**src/rtl/video_path_select.sv**
```systemverilog
// video_path_select
// Chooses per frame between bypass video and the flip stage's output. Raw
// pixels and syncs are delayed to match the flip stage latency, and mode
// changes are applied only on the active edge of the delayed vsync so a
// frame is never torn.
//
// Parameters:
//   PROC_LAT  flip-stage latency in clocks (1..8)
//   VS_POL    vsync active level (1 = active-high, 0 = active-low)
// Ports:
//   pix_1x_clk                     pixel clock, rising edge
//   reset_in                       async active-high reset; release is
//                                  expected synchronous to pix_1x_clk
//   flip_en                        async mode request (1 = flipped)
//   de_in/hsync_in/vsync_in        raw syncs
//   red_in/green_in/blue_in        raw pixel
//   red_proc/green_proc/blue_proc  flip-stage pixel, PROC_LAT clocks late
//   de_out/hsync_out/vsync_out     aligned syncs
//   red_out/green_out/blue_out     selected pixel (0 during blanking)
//   flip_active                    mode applied to the output
//   switch_pulse                   one clock when the applied mode changes
module video_path_select #(
  parameter int unsigned PROC_LAT = 1,
  parameter bit          VS_POL   = 1'b1
) (
  input  logic       pix_1x_clk,
  input  logic       reset_in,
  input  logic       flip_en,
  input  logic       de_in,
  input  logic       hsync_in,
  input  logic       vsync_in,
  input  logic [7:0] red_in,
  input  logic [7:0] green_in,
  input  logic [7:0] blue_in,
  input  logic [7:0] red_proc,
  input  logic [7:0] green_proc,
  input  logic [7:0] blue_proc,
  output logic       de_out,
  output logic       hsync_out,
  output logic       vsync_out,
  output logic [7:0] red_out,
  output logic [7:0] green_out,
  output logic [7:0] blue_out,
  output logic       flip_active,
  output logic       switch_pulse
);

  localparam int unsigned PIX_W = 8;
  localparam int unsigned RGB_W = 3 * PIX_W;
  localparam int unsigned DLY_W = 3 + RGB_W;

  typedef enum logic [1:0] {
    ST_BYPASS      = 2'd0,
    ST_PEND_FLIP   = 2'd1,
    ST_FLIP        = 2'd2,
    ST_PEND_BYPASS = 2'd3
  } state_t;

  // Two-flop synchronizer for the switch input
  logic r_sync_meta;
  logic r_flip_req;

  always_ff @(posedge pix_1x_clk or posedge reset_in) begin
    if (reset_in) begin
      r_sync_meta <= 1'b0;
      r_flip_req  <= 1'b0;
    end else begin
      r_sync_meta <= flip_en;
      r_flip_req  <= r_sync_meta;
    end
  end

  // Delay line {de, hsync, vsync, rgb}; shifts every clock regardless of de
  logic [DLY_W-1:0]                w_dly_in;
  logic [PROC_LAT-1:0][DLY_W-1:0]  r_dly;
  logic [DLY_W-1:0]                w_dly_out;

  assign w_dly_in  = {de_in, hsync_in, vsync_in, red_in, green_in, blue_in};
  assign w_dly_out = r_dly[PROC_LAT-1];

  if (PROC_LAT == 1) begin : g_dly_one
    always_ff @(posedge pix_1x_clk or posedge reset_in) begin
      if (reset_in) r_dly <= '0;
      else          r_dly <= w_dly_in;
    end
  end else begin : g_dly_many
    always_ff @(posedge pix_1x_clk or posedge reset_in) begin
      if (reset_in) r_dly <= '0;
      else          r_dly <= {r_dly[PROC_LAT-2:0], w_dly_in};
    end
  end

  logic             w_de_d;
  logic             w_hs_d;
  logic             w_vs_d;
  logic [RGB_W-1:0] w_rgb_d;

  assign w_de_d  = w_dly_out[DLY_W-1];
  assign w_hs_d  = w_dly_out[DLY_W-2];
  assign w_vs_d  = w_dly_out[DLY_W-3];
  assign w_rgb_d = w_dly_out[RGB_W-1:0];

  // Frame edge: delayed vsync entering its active level. The history
  // register idles inactive so leaving reset cannot fake a pending edge.
  logic r_vs_prev;
  logic w_frame_edge;

  always_ff @(posedge pix_1x_clk or posedge reset_in) begin
    if (reset_in) r_vs_prev <= ~VS_POL;
    else          r_vs_prev <= w_vs_d;
  end

  assign w_frame_edge = (w_vs_d == VS_POL) && (r_vs_prev != VS_POL);

  // Mode FSM: requests wait in a pending state for the next frame edge
  state_t r_state;
  state_t w_state_nxt;
  logic   w_pulse_nxt;
  logic   w_flip_nxt;
  logic   r_flip_active;
  logic   r_switch_pulse;

  always_ff @(posedge pix_1x_clk or posedge reset_in) begin
    if (reset_in) begin
      r_state        <= ST_BYPASS;
      r_flip_active  <= 1'b0;
      r_switch_pulse <= 1'b0;
    end else begin
      r_state        <= w_state_nxt;
      r_flip_active  <= w_flip_nxt;
      r_switch_pulse <= w_pulse_nxt;
    end
  end

  always_comb begin
    w_state_nxt = r_state;
    w_pulse_nxt = 1'b0;
    case (r_state)
      ST_BYPASS: begin
        if (r_flip_req) w_state_nxt = ST_PEND_FLIP;
      end
      ST_PEND_FLIP: begin
        // Request level in the edge clock wins over the edge itself
        if (!r_flip_req) begin
          w_state_nxt = ST_BYPASS;
        end else if (w_frame_edge) begin
          w_state_nxt = ST_FLIP;
          w_pulse_nxt = 1'b1;
        end
      end
      ST_FLIP: begin
        if (!r_flip_req) w_state_nxt = ST_PEND_BYPASS;
      end
      ST_PEND_BYPASS: begin
        if (r_flip_req) begin
          w_state_nxt = ST_FLIP;
        end else if (w_frame_edge) begin
          w_state_nxt = ST_BYPASS;
          w_pulse_nxt = 1'b1;
        end
      end
      default: w_state_nxt = ST_BYPASS;
    endcase
    w_flip_nxt = (w_state_nxt == ST_FLIP) || (w_state_nxt == ST_PEND_BYPASS);
  end

  // Output stage: blank during inactive video, else pick the applied source
  logic [RGB_W-1:0] w_rgb_sel;
  logic             r_de_out;
  logic             r_hs_out;
  logic             r_vs_out;
  logic [RGB_W-1:0] r_rgb_out;

  always_comb begin
    w_rgb_sel = '0;
    if (w_de_d) begin
      if (r_flip_active) w_rgb_sel = {red_proc, green_proc, blue_proc};
      else               w_rgb_sel = w_rgb_d;
    end
  end

  always_ff @(posedge pix_1x_clk or posedge reset_in) begin
    if (reset_in) begin
      r_de_out  <= 1'b0;
      r_hs_out  <= 1'b0;
      r_vs_out  <= 1'b0;
      r_rgb_out <= '0;
    end else begin
      r_de_out  <= w_de_d;
      r_hs_out  <= w_hs_d;
      r_vs_out  <= w_vs_d;
      r_rgb_out <= w_rgb_sel;
    end
  end

  assign de_out       = r_de_out;
  assign hsync_out    = r_hs_out;
  assign vsync_out    = r_vs_out;
  assign red_out      = r_rgb_out[RGB_W-1:2*PIX_W];
  assign green_out    = r_rgb_out[2*PIX_W-1:PIX_W];
  assign blue_out     = r_rgb_out[PIX_W-1:0];
  assign flip_active  = r_flip_active;
  assign switch_pulse = r_switch_pulse;

endmodule

```
**config.mk**
```make
export PLATFORM = sky130hd
export DESIGN_NAME = video_path_select
export DESIGN_NICKNAME = d
export VERILOG_FILES = /design/src/rtl/video_path_select.sv
export SDC_FILE = /design/constraint.sdc
export NUM_CORES = 1
export LEC_CHECK = 0
export BUFFER_PORTS_ARGS = -buffer_cell sky130_fd_sc_hd__buf_2
export CAP_MARGIN = 30
export CORE_MARGIN = 8
export CORE_UTILIZATION = 46
export DETAILED_ROUTE_END_ITERATION = 16
export GPL_ROUTABILITY_DRIVEN = 0
export GPL_TIMING_DRIVEN = 0
export PLACE_DENSITY = 0.88
export SYNTH_ARGS = -nofsm -noshare
export SYNTH_HDL_FRONTEND = slang
export SYNTH_SLANG_ARGS = --single-unit
export TNS_END_PERCENT = 1
```
**constraint.sdc**
```tcl
create_clock -name pix_1x_clk -period 2.5 [get_ports pix_1x_clk]
set_input_delay 0.5 -clock pix_1x_clk [delete_from_list [all_inputs] [get_ports pix_1x_clk]]
set_output_delay 0.5 -clock pix_1x_clk [all_outputs]
set_load 0.02 [all_outputs]
```
==> results of run 1 <==
-- path summary, 6_finish.rpt --
kind / from / end
max: flip_active / flip_active
min: reset_in / de_out
max reg2reg: flip_active / r_rgb_out[11]
min reg2reg: r_dly[25] / hsync_out
max in group asynchronous: reset_in / r_flip_req
min in group pix_1x_clk: blue_in[6] / r_dly[6]
-- cell families (layout without fill, tap and decap cells) --
family,Yosys count,after routing,share of synthesized area
AO/OA/AOI/OAI,1,1,0.00632
XOR/XNOR,1,1,0.00822
buffers and inverters,7,106,0.0310
flip-flops,59,59,0.746
multiplexers,25,25,0.127
AND/OR/NAND/NOR,26,26,0.0815
-- power breakdown --
group,switching [mW],internal [mW]
Sequential,0.0345,1.07
Clock,0.329,0.411
Combinational,0.353,0.314
-- state kept, by name, indices dropped and copies added (netlist names) --
signal,flops
r_rgb_out,24
flip_active,1
r_state,1
de_out,1
r_sync_meta,1
switch_pulse,1
r_flip_req,1
hsync_out,1
vsync_out,1
r_dly,27
-- stage by stage --
step / total power, mW / hold slack [ns]
final: 2.51 / 0.164
after global routing: 2.65 / 0.186
after CTS: 2.56 / 0.160
after detailed placement: 1.80 / 0.335
after global placement: 1.78 / 0.334
after floorplan: 1.61 / 0.331
-- metal layers --
metal	GRT usage	part of all wire	vias up
li1	-	-	576
met1	0.130	0.37	577
met2	0.218	0.51	52
met3	0.0711	0.11	6
met4	0.0789	0.020	0
met5	0	0	-
-- layout make-up --
class / count / share of cell area
tap: 52 / 0.0246
buffer: 5 / 0.0203
inverter: 2 / 0.00284
clock inverter: 2 / 0.00378
timing repair buffer: 83 / 0.163
multi-input combinational: 53 / 0.167
sequential: 59 / 0.558
clock buffer: 14 / 0.0614
-- cell usage in the layout (no fill, tap or decap), drive strengths merged --
cell type / netlist / layout
a31oi: 1 / 1
buf: 3 / 86
clkbuf: 2 / 16
clkinv: 0 / 2
dfrtp: 59 / 59
inv: 2 / 2
mux2: 1 / 1
mux2i: 24 / 24
nand3b: 1 / 1
nor2: 1 / 1
nor2b: 24 / 24
xnor2: 1 / 1
==> impl_metrics.env, run 1 <==
export IMPL_route_detailed_drc=0
export IMPL_multi_input_area_um2=442
export IMPL_yosysMostFrequentCell="dfrtp_1"
export IMPL_post_layout_nonfiller_instances=270
export IMPL_cellPowerDensity_mw_per_mm2=948
export IMPL_timing_fmax_ghz=0.729
export IMPL_layout_drive_gt1_share=0.472
export IMPL_hold_violations=0
export IMPL_nets=267
export IMPL_async_flop_share=1.00
export IMPL_die_area_mm2=0.00666
export IMPL_setup_ws_ns=1.13
export IMPL_die_h_um=81.6
export IMPL_worstSetupPathType="reg -> out"
export IMPL_slew_viol_final=0
export IMPL_fin_tns_setup_ns=0
export IMPL_clockBufferDepth=2
export IMPL_yosysTopAreaCell="dfrtp_1"
export IMPL_dpl_worst_slack_ns=1.40
export IMPL_tightest_slew_ns=0.410
export IMPL_critPathBufInv=1
export IMPL_grt_pass1_wl_mm=6.24
export IMPL_min_period_over_period=0.549
export IMPL_period_needed_ns=1.37
export IMPL_synth_edf_count=0
export IMPL_end_kind="output port"
export IMPL_critical_path_required_ns=2.00
export IMPL_clock_latency_ns=0.32
export IMPL_ctsHoldBuffers=0
export IMPL_areaGrowthSynthToFinish_pct=33.8
export IMPL_antenna_found_initial=0
export IMPL_path_cells="buf_2"
export IMPL_placed_cell_area_mm2=0.00247
export IMPL_synth_cell_type_count=13
export IMPL_grt_usage=0.132
export IMPL_fill_cells=336
export IMPL_coreArea_mm2=0.00423
export IMPL_syn_avg_cell_area_um2=16.6
export IMPL_crit_cells=1
export IMPL_cts_max_level=3
export IMPL_viasPerCell=4.49
export IMPL_io_pins=83
export IMPL_ys_seq_area_frac=0.746
export IMPL_crit_arrival_ns=0.87
export IMPL_utilization=0.625
export IMPL_yosysWarnings=0
export IMPL_rsz0062_at_grt="false"
export IMPL_crit_fanout=2
export IMPL_synth_seq_cells=59
export IMPL_floorplan_initialDensity=0.467
export IMPL_cp_slowest_cell="dfrtp_1"
export IMPL_dr_total_vias=1211
export IMPL_slowest_delay_ns=0.38
export IMPL_drtIter0Drc=36
export IMPL_relSlewSlack=0.726
export IMPL_die_w_um=81.6
export IMPL_cap_violations=0
export IMPL_cts_reportedPaths_clkPinSlew_ns=0.06
export IMPL_worstRegToRegCells=4
export IMPL_cts_made_buffers=9
export IMPL_clkSinkCount=59
export IMPL_dp_cells=254
export IMPL_synthesis_area_mm2=0.00198
export IMPL_syn_inst=119
export IMPL_register_area_mm2=0.00148
export IMPL_io_buffers=82
export IMPL_dp_hpwl_mm=3.15
export IMPL_synth_nets=173
export IMPL_rrSetupSlack_ns=1.40
export IMPL_leakage_nw=1.40
export IMPL_start_kind="flop"
export IMPL_routed_wl_mm=4.09
export IMPL_setup_viol=0
export IMPL_hold_class="in -> async"
export IMPL_crit_family="flip-flops"
export IMPL_cts_tree="built"
export IMPL_yosysTopAreaCellShare=0.746
export IMPL_row_count=24
export IMPL_detail_route_wl_per_cell_um=15.2
export IMPL_ant_nets=0
export IMPL_clock_root_buffer="clkbuf_8"
export IMPL_status="complete, no violations"
export IMPL_grt_pass1_vias=1353
export IMPL_antenna_cells=0
export IMPL_synth_common_cells="59 x dfrtp_1, 24 x mux2i_1, 24 x nor2b_1, 2 x clkbuf_1, 2 x inv_1"
export IMPL_ctsResizeCount=0
export IMPL_dr_pass1_iters=4
export IMPL_clock_skew_ns=0.00370
export IMPL_fin_area_mm2=0.00265
export IMPL_synthFlopType="dfrtp_1"
export IMPL_grt_max_degree=42
export IMPL_cts_setup_buffers=0
export IMPL_synthTopCellsByArea="dfrtp_1 75%, mux2i_1 12%, nor2b_1 7.6%"
export IMPL_grt_overflow_total=0
export IMPL_ir_worst_vdd_v=0.000510
No activity file was read; power rests on OpenSTA's default activity.
==> inputs of run 2 (changes only) <==
--- a/config.mk
+++ b/config.mk
@@ -8,11 +8,11 @@
 export BUFFER_PORTS_ARGS = -buffer_cell sky130_fd_sc_hd__buf_2
 export CAP_MARGIN = 30
 export CORE_MARGIN = 8
-export CORE_UTILIZATION = 46
+export CORE_UTILIZATION = 42
 export DETAILED_ROUTE_END_ITERATION = 16
 export GPL_ROUTABILITY_DRIVEN = 0
 export GPL_TIMING_DRIVEN = 0
-export PLACE_DENSITY = 0.88
+export PLACE_DENSITY = 0.85
 export SYNTH_ARGS = -nofsm -noshare
 export SYNTH_HDL_FRONTEND = slang
 export SYNTH_SLANG_ARGS = --single-unit
==> constraint.sdc (replaced) <==
create_clock -name pix_1x_clk -period 1.2 [get_ports pix_1x_clk]
set_input_delay 0.24 -clock pix_1x_clk [delete_from_list [all_inputs] [get_ports pix_1x_clk]]
set_output_delay 0.24 -clock pix_1x_clk [all_outputs]
set_load 0.02 [all_outputs]
==> run 2 against run 1 <==
Net effect: non-clock buffer count grew 27; sequential share of layout area shrank 6.4 points; die area grew 7.6%; cell area grew 13%; clock power grew to 2.9 times the previous value; clock skew is essentially flat; cell count grew 11%; setup slack lost 1.1 ns; sequential power grew 110%; power grew 140%; largest power group unchanged; register-to-register slack lost 1.3 ns; clock-buffer cell count shrank 3.
==> impl_metrics.env, run 2 (synthesis results as in run 1) <==
export IMPL_status="complete, no violations"
export IMPL_leakage_nw=1.54
export IMPL_fill_cells=350
export IMPL_critical_path_required_ns=0.96
export IMPL_die_area_mm2=0.00717
export IMPL_dp_hpwl_mm=3.01
export IMPL_ant_nets=0
export IMPL_grt_usage=0.136
export IMPL_die_w_um=84.7
export IMPL_areaGrowthSynthToFinish_pct=51.2
export IMPL_cp_slowest_cell="dfrtp_1"
export IMPL_grt_overflow_total=0
export IMPL_io_buffers=82
export IMPL_die_h_um=84.7
export IMPL_grt_max_degree=35
export IMPL_drtIter0Drc=41
export IMPL_tightest_slew_ns=0.551
export IMPL_critPathBufInv=1
export IMPL_clock_root_buffer="clkbuf_8"
export IMPL_antenna_found_initial=0
export IMPL_dr_pass1_iters=4
export IMPL_cts_max_level=3
export IMPL_cts_setup_buffers=0
export IMPL_row_count=25
export IMPL_final_cell_mix="82 x buf_2, 59 x dfrtp_1, 27 x dlygate4sd3_1"
export IMPL_fin_hold_ws_ns=0.0174
export IMPL_slew_viol_final=0
export IMPL_clock_skew_ns=0.00403
export IMPL_nets=294
export IMPL_placed_cell_area_mm2=0.00248
export IMPL_crit_family="flip-flops"
export IMPL_coreArea_mm2=0.00463
export IMPL_top_regs="r_dly: 27 flops, r_rgb_out: 24 flops"
export IMPL_layout_commonest_cell="buf_2"
export IMPL_io_pins=83
export IMPL_cellPowerDensity_mw_per_mm2=1980
export IMPL_antenna_cells=0
export IMPL_layout_drive_gt1_share=0.429
export IMPL_start_kind="flop"
export IMPL_period_needed_ns=1.12
export IMPL_fin_area_mm2=0.00299
export IMPL_clock_latency_ns=0.33
export IMPL_floorplan_initialDensity=0.428
export IMPL_relSlewSlack=0.632
export IMPL_grt_pass1_wl_mm=7.30
export IMPL_largest_register_ff_count=27
export IMPL_cts_tree="built"
export IMPL_p_total_mw=5.94
export IMPL_worstSetupPathType="reg -> out"
export IMPL_top_register="r_dly"
export IMPL_cts_made_buffers=9
export IMPL_crit_arrival_ns=0.88
export IMPL_routed_wl_mm=4.56
export IMPL_post_layout_nonfiller_instances=299
export IMPL_end_kind="output port"
export IMPL_timing_fmax_ghz=0.892
export IMPL_grt_pass1_vias=1472
export IMPL_hold_class="in -> reg"
export IMPL_utilization=0.646
export IMPL_dr_total_vias=1306
export IMPL_slowest_delay_ns=0.39
export IMPL_path_cells="buf_2"
export IMPL_clkSinkCount=59
export IMPL_route_detailed_drc=0
export IMPL_dp_cells=256
export IMPL_hold_violations=0
export IMPL_min_period_over_period=0.935
export IMPL_clockBufferDepth=2
export IMPL_cts_reportedPaths_clkPinSlew_ns=0.06
export IMPL_cap_violations=0
export IMPL_crit_fanout=3
export IMPL_detail_route_wl_per_cell_um=15.2
export IMPL_viasPerCell=4.37
export IMPL_ir_worst_vdd_v=0.00133
export IMPL_setup_viol=0
[run 2: cell count changes in the layout (fill, tap and decap cells not counted)]
| cell | change |
|---|---|
| dlygate4sd3_1 | +27 |
| bufinv_16 | +3 |
| inv_2 | -1 |
| clkbuf_1 | -2 |
| clkinvlp_4 | +1 |
| clkbuf_8 | -1 |
[run 2: power breakdown]
| part | leakage (nW) | switching [mW] | total [mW] | internal, mW |
|---|---|---|---|---|
| clock | 0.123 | 0.741 | 2.17 | 1.43 |
| combinational | 0.700 | 0.755 | 1.47 | 0.713 |
| sequential | 0.720 | 0.0743 | 2.30 | 2.22 |
[run 2: routing by layer]
metal	vias to the layer above	share of wire	track usage
met5	-	0	0
met4	0	0.0088	0.0631
met3	5	0.13	0.103
met2	60	0.50	0.223
met1	613	0.36	0.121
li1	628	-	-
[run 2: cell type report]
class	instances	area, um^2	area share
Clock inverter	5	100	0.0334
Inverter	2	11.3	0.00376
Clock buffer	11	141	0.0472
Timing Repair Buffer	110	701	0.234
Multi-Input combinational cell	53	442	0.148
Buffer	5	53.8	0.0180
Tap cell	54	67.6	0.0226
Sequential cell	59	1480	0.493
[run 2: through the flow]
stage	setup TNS [ns]	worst slack (ns)
6_report	0	0.0783
5_1_grt	-0.117	-0.0116
4_1_cts	0	0.0631
3_5_place_dp	0	0.124
3_3_place_gp	-1.66	-0.0303
2_1_floorplan	0	0.0655
[run 2: path summary, 6_finish.rpt]
path                                  start       endpoint  slack [ns]  depth (start not counted)
worst min register to register    r_dly[25]      hsync_out        0.35                          0
worst min-delay path            green_in[6]      r_dly[14]        0.02                          1
min in group asynchronous          reset_in      r_dly[20]        0.55                          3
worst max-delay path              vsync_out      vsync_out        0.08                          1
worst max register to register  flip_active   r_rgb_out[6]        0.12                          4
max in group asynchronous          reset_in  r_rgb_out[19]        0.11                          4
[run 2: what timing repair did]
action	4_1_cts	5_1_grt
endpoints found under the hold margin	46	5
resized for setup	0	0
hold buffers	22	5
==> inputs of run 3 (changes only) <==
==> constraint.sdc (replaced) <==
create_clock -name pix_1x_clk -period 1.2 [get_ports pix_1x_clk]
set_input_delay 0.24 -clock pix_1x_clk [delete_from_list [all_inputs] [get_ports pix_1x_clk]]
set_output_delay 0.24 -clock pix_1x_clk [all_outputs]
set_load 0.05 [all_outputs]
==> run 3 against run 2 <==
Net effect: critical path depth is the same; clock-buffer cell count is the same; worst hold slack is essentially flat; global-route usage is the same; largest power group unchanged; highest routed layer unchanged.
==> impl_metrics.env, run 3 (synthesis results as in run 1) <==
export IMPL_slowest_delay_ns=0.39
export IMPL_hold_violations=0
export IMPL_cts_reportedPaths_clkPinSlew_ns=0.06
export IMPL_clockBufferDepth=2
export IMPL_viasPerCell=4.34
export IMPL_ant_nets=0
export IMPL_fill_cells=348
export IMPL_crit_fanout=3
export IMPL_cts_max_level=3
export IMPL_crit_family="flip-flops"
export IMPL_worstSetupPathType="reg -> out"
export IMPL_crit_arrival_ns=0.92
export IMPL_detail_route_wl_per_cell_um=15.2
export IMPL_drtIter0Drc=51
export IMPL_min_period_over_period=0.965
export IMPL_relSlewSlack=0.632
export IMPL_timing_fmax_ghz=0.864
export IMPL_top_regs="r_dly: 27 flops, r_rgb_out: 24 flops"
export IMPL_critPathBufInv=1
export IMPL_grt_pass1_wl_mm=7.30
export IMPL_top_register="r_dly"
export IMPL_floorplan_initialDensity=0.428
export IMPL_start_kind="flop"
export IMPL_grt_pass1_vias=1472
export IMPL_status="complete, no violations"
export IMPL_fin_area_mm2=0.00303
export IMPL_fin_tns_setup_ns=0
export IMPL_io_pins=83
export IMPL_utilization=0.654
export IMPL_dp_hpwl_mm=3.01
export IMPL_leakage_nw=1.54
export IMPL_critical_path_required_ns=0.96
export IMPL_tightest_slew_ns=0.551
export IMPL_cts_tree="built"
export IMPL_coreArea_mm2=0.00463
export IMPL_die_h_um=84.7
export IMPL_clock_root_buffer="clkbuf_8"
export IMPL_hold_class="in -> reg"
export IMPL_layout_drive_gt1_share=0.429
export IMPL_period_needed_ns=1.16
export IMPL_row_count=25
export IMPL_setup_ws_ns=0.0424
export IMPL_cts_setup_buffers=0
export IMPL_routed_wl_mm=4.54
export IMPL_slew_viol_final=0
export IMPL_nets=294
export IMPL_ir_worst_vdd_v=0.00140
export IMPL_dpl_worst_slack_ns=0.124
export IMPL_path_cells="buf_4"
export IMPL_route_detailed_drc=0
export IMPL_die_w_um=84.7
export IMPL_antenna_cells=0
export IMPL_clock_skew_ns=0.00361
export IMPL_die_area_mm2=0.00717
export IMPL_end_kind="output port"
export IMPL_layout_commonest_cell="buf_2"
export IMPL_cp_slowest_cell="dfrtp_1"
export IMPL_dr_pass1_iters=4
export IMPL_cap_violations=0
export IMPL_io_buffers=82
export IMPL_placed_cell_area_mm2=0.00248
export IMPL_areaGrowthSynthToFinish_pct=52.8
export IMPL_cellPowerDensity_mw_per_mm2=2110
export IMPL_setup_viol=0
export IMPL_grt_overflow_total=0
export IMPL_grt_max_degree=35
export IMPL_cts_made_buffers=9
export IMPL_dr_total_vias=1297
export IMPL_clock_latency_ns=0.33
export IMPL_largest_register_ff_count=27
export IMPL_grt_usage=0.136
export IMPL_clkSinkCount=59
export IMPL_fin_hold_ws_ns=0.0174
export IMPL_antenna_found_initial=0
export IMPL_final_cell_mix="69 x buf_2, 59 x dfrtp_1, 27 x dlygate4sd3_1"
[run 3: cell count changes in the layout (fill, tap and decap cells not counted), sizes merged]
cell / delta
buf: -11
clkbuf: +11
[run 3: path summary, 6_finish.rpt]
| kind | start | end | slack [ns] | cells past startpoint |
|---|---|---|---|---|
| min in group asynchronous | reset_in | r_dly[20] | 0.55 | 3 |
| worst min register to register | r_dly[25] | hsync_out | 0.35 | 0 |
| worst max register to register | flip_active | r_rgb_out[6] | 0.12 | 4 |
| worst max-delay path | vsync_out | vsync_out | 0.04 | 1 |
| max in group asynchronous | reset_in | r_dly[1] | 0.12 | 4 |
| worst min-delay path | green_in[6] | r_dly[14] | 0.02 | 1 |
[run 3: worst reg2reg max path: stages, from the launching register on]
cell	delay, ns
dfrtp_1	0.36
buf_6	0.17
buf_8	0.17
mux2i_1	0.21
nor2b_1	0.06
[run 3: layout make-up]
class / count / area, um^2 / area share
plain buffers: 5 / 53.8 / 0.0178
clock buffers: 11 / 141 / 0.0467
clock inverters: 5 / 100 / 0.0331
inverters: 2 / 11.3 / 0.00372
multi-input cells: 53 / 442 / 0.146
flip-flops and latches: 59 / 1480 / 0.488
well taps: 54 / 67.6 / 0.0223
repair buffers: 110 / 733 / 0.242
[run 3: timing repair]
action	CTS	global route
hold endpoints to repair	46	5
gates resized for setup	2	11
gates cloned	0	0
hold buffers	22	5
setup endpoints to repair	2	11
[run 3: where the power goes]
part / leakage [nW] / switching [mW] / internal (mW)
combinational: 0.701 / 1.15 / 0.755
clock: 0.123 / 0.738 / 1.43
sequential: 0.720 / 0.0770 / 2.22
total: 1.54 / 1.97 / 4.41
[run 3: per-stage QoR]
step | total power, mW | std cells
floorplan | 3.74 | 119
global placement | 4.11 | 255
detailed placement | 4.15 | 256
CTS | 6.40 | 294
global route | 6.68 | 299
finish | 6.38 | 299
[run 3: per-layer routing]
layer | GRT usage | part of all wire | wire, um
met3 | 0.103 | 0.13 | 597
met2 | 0.223 | 0.50 | 2280
met1 | 0.121 | 0.36 | 1620
met5 | 0 | 0 | 0
met4 | 0.0631 | 0.0088 | 40
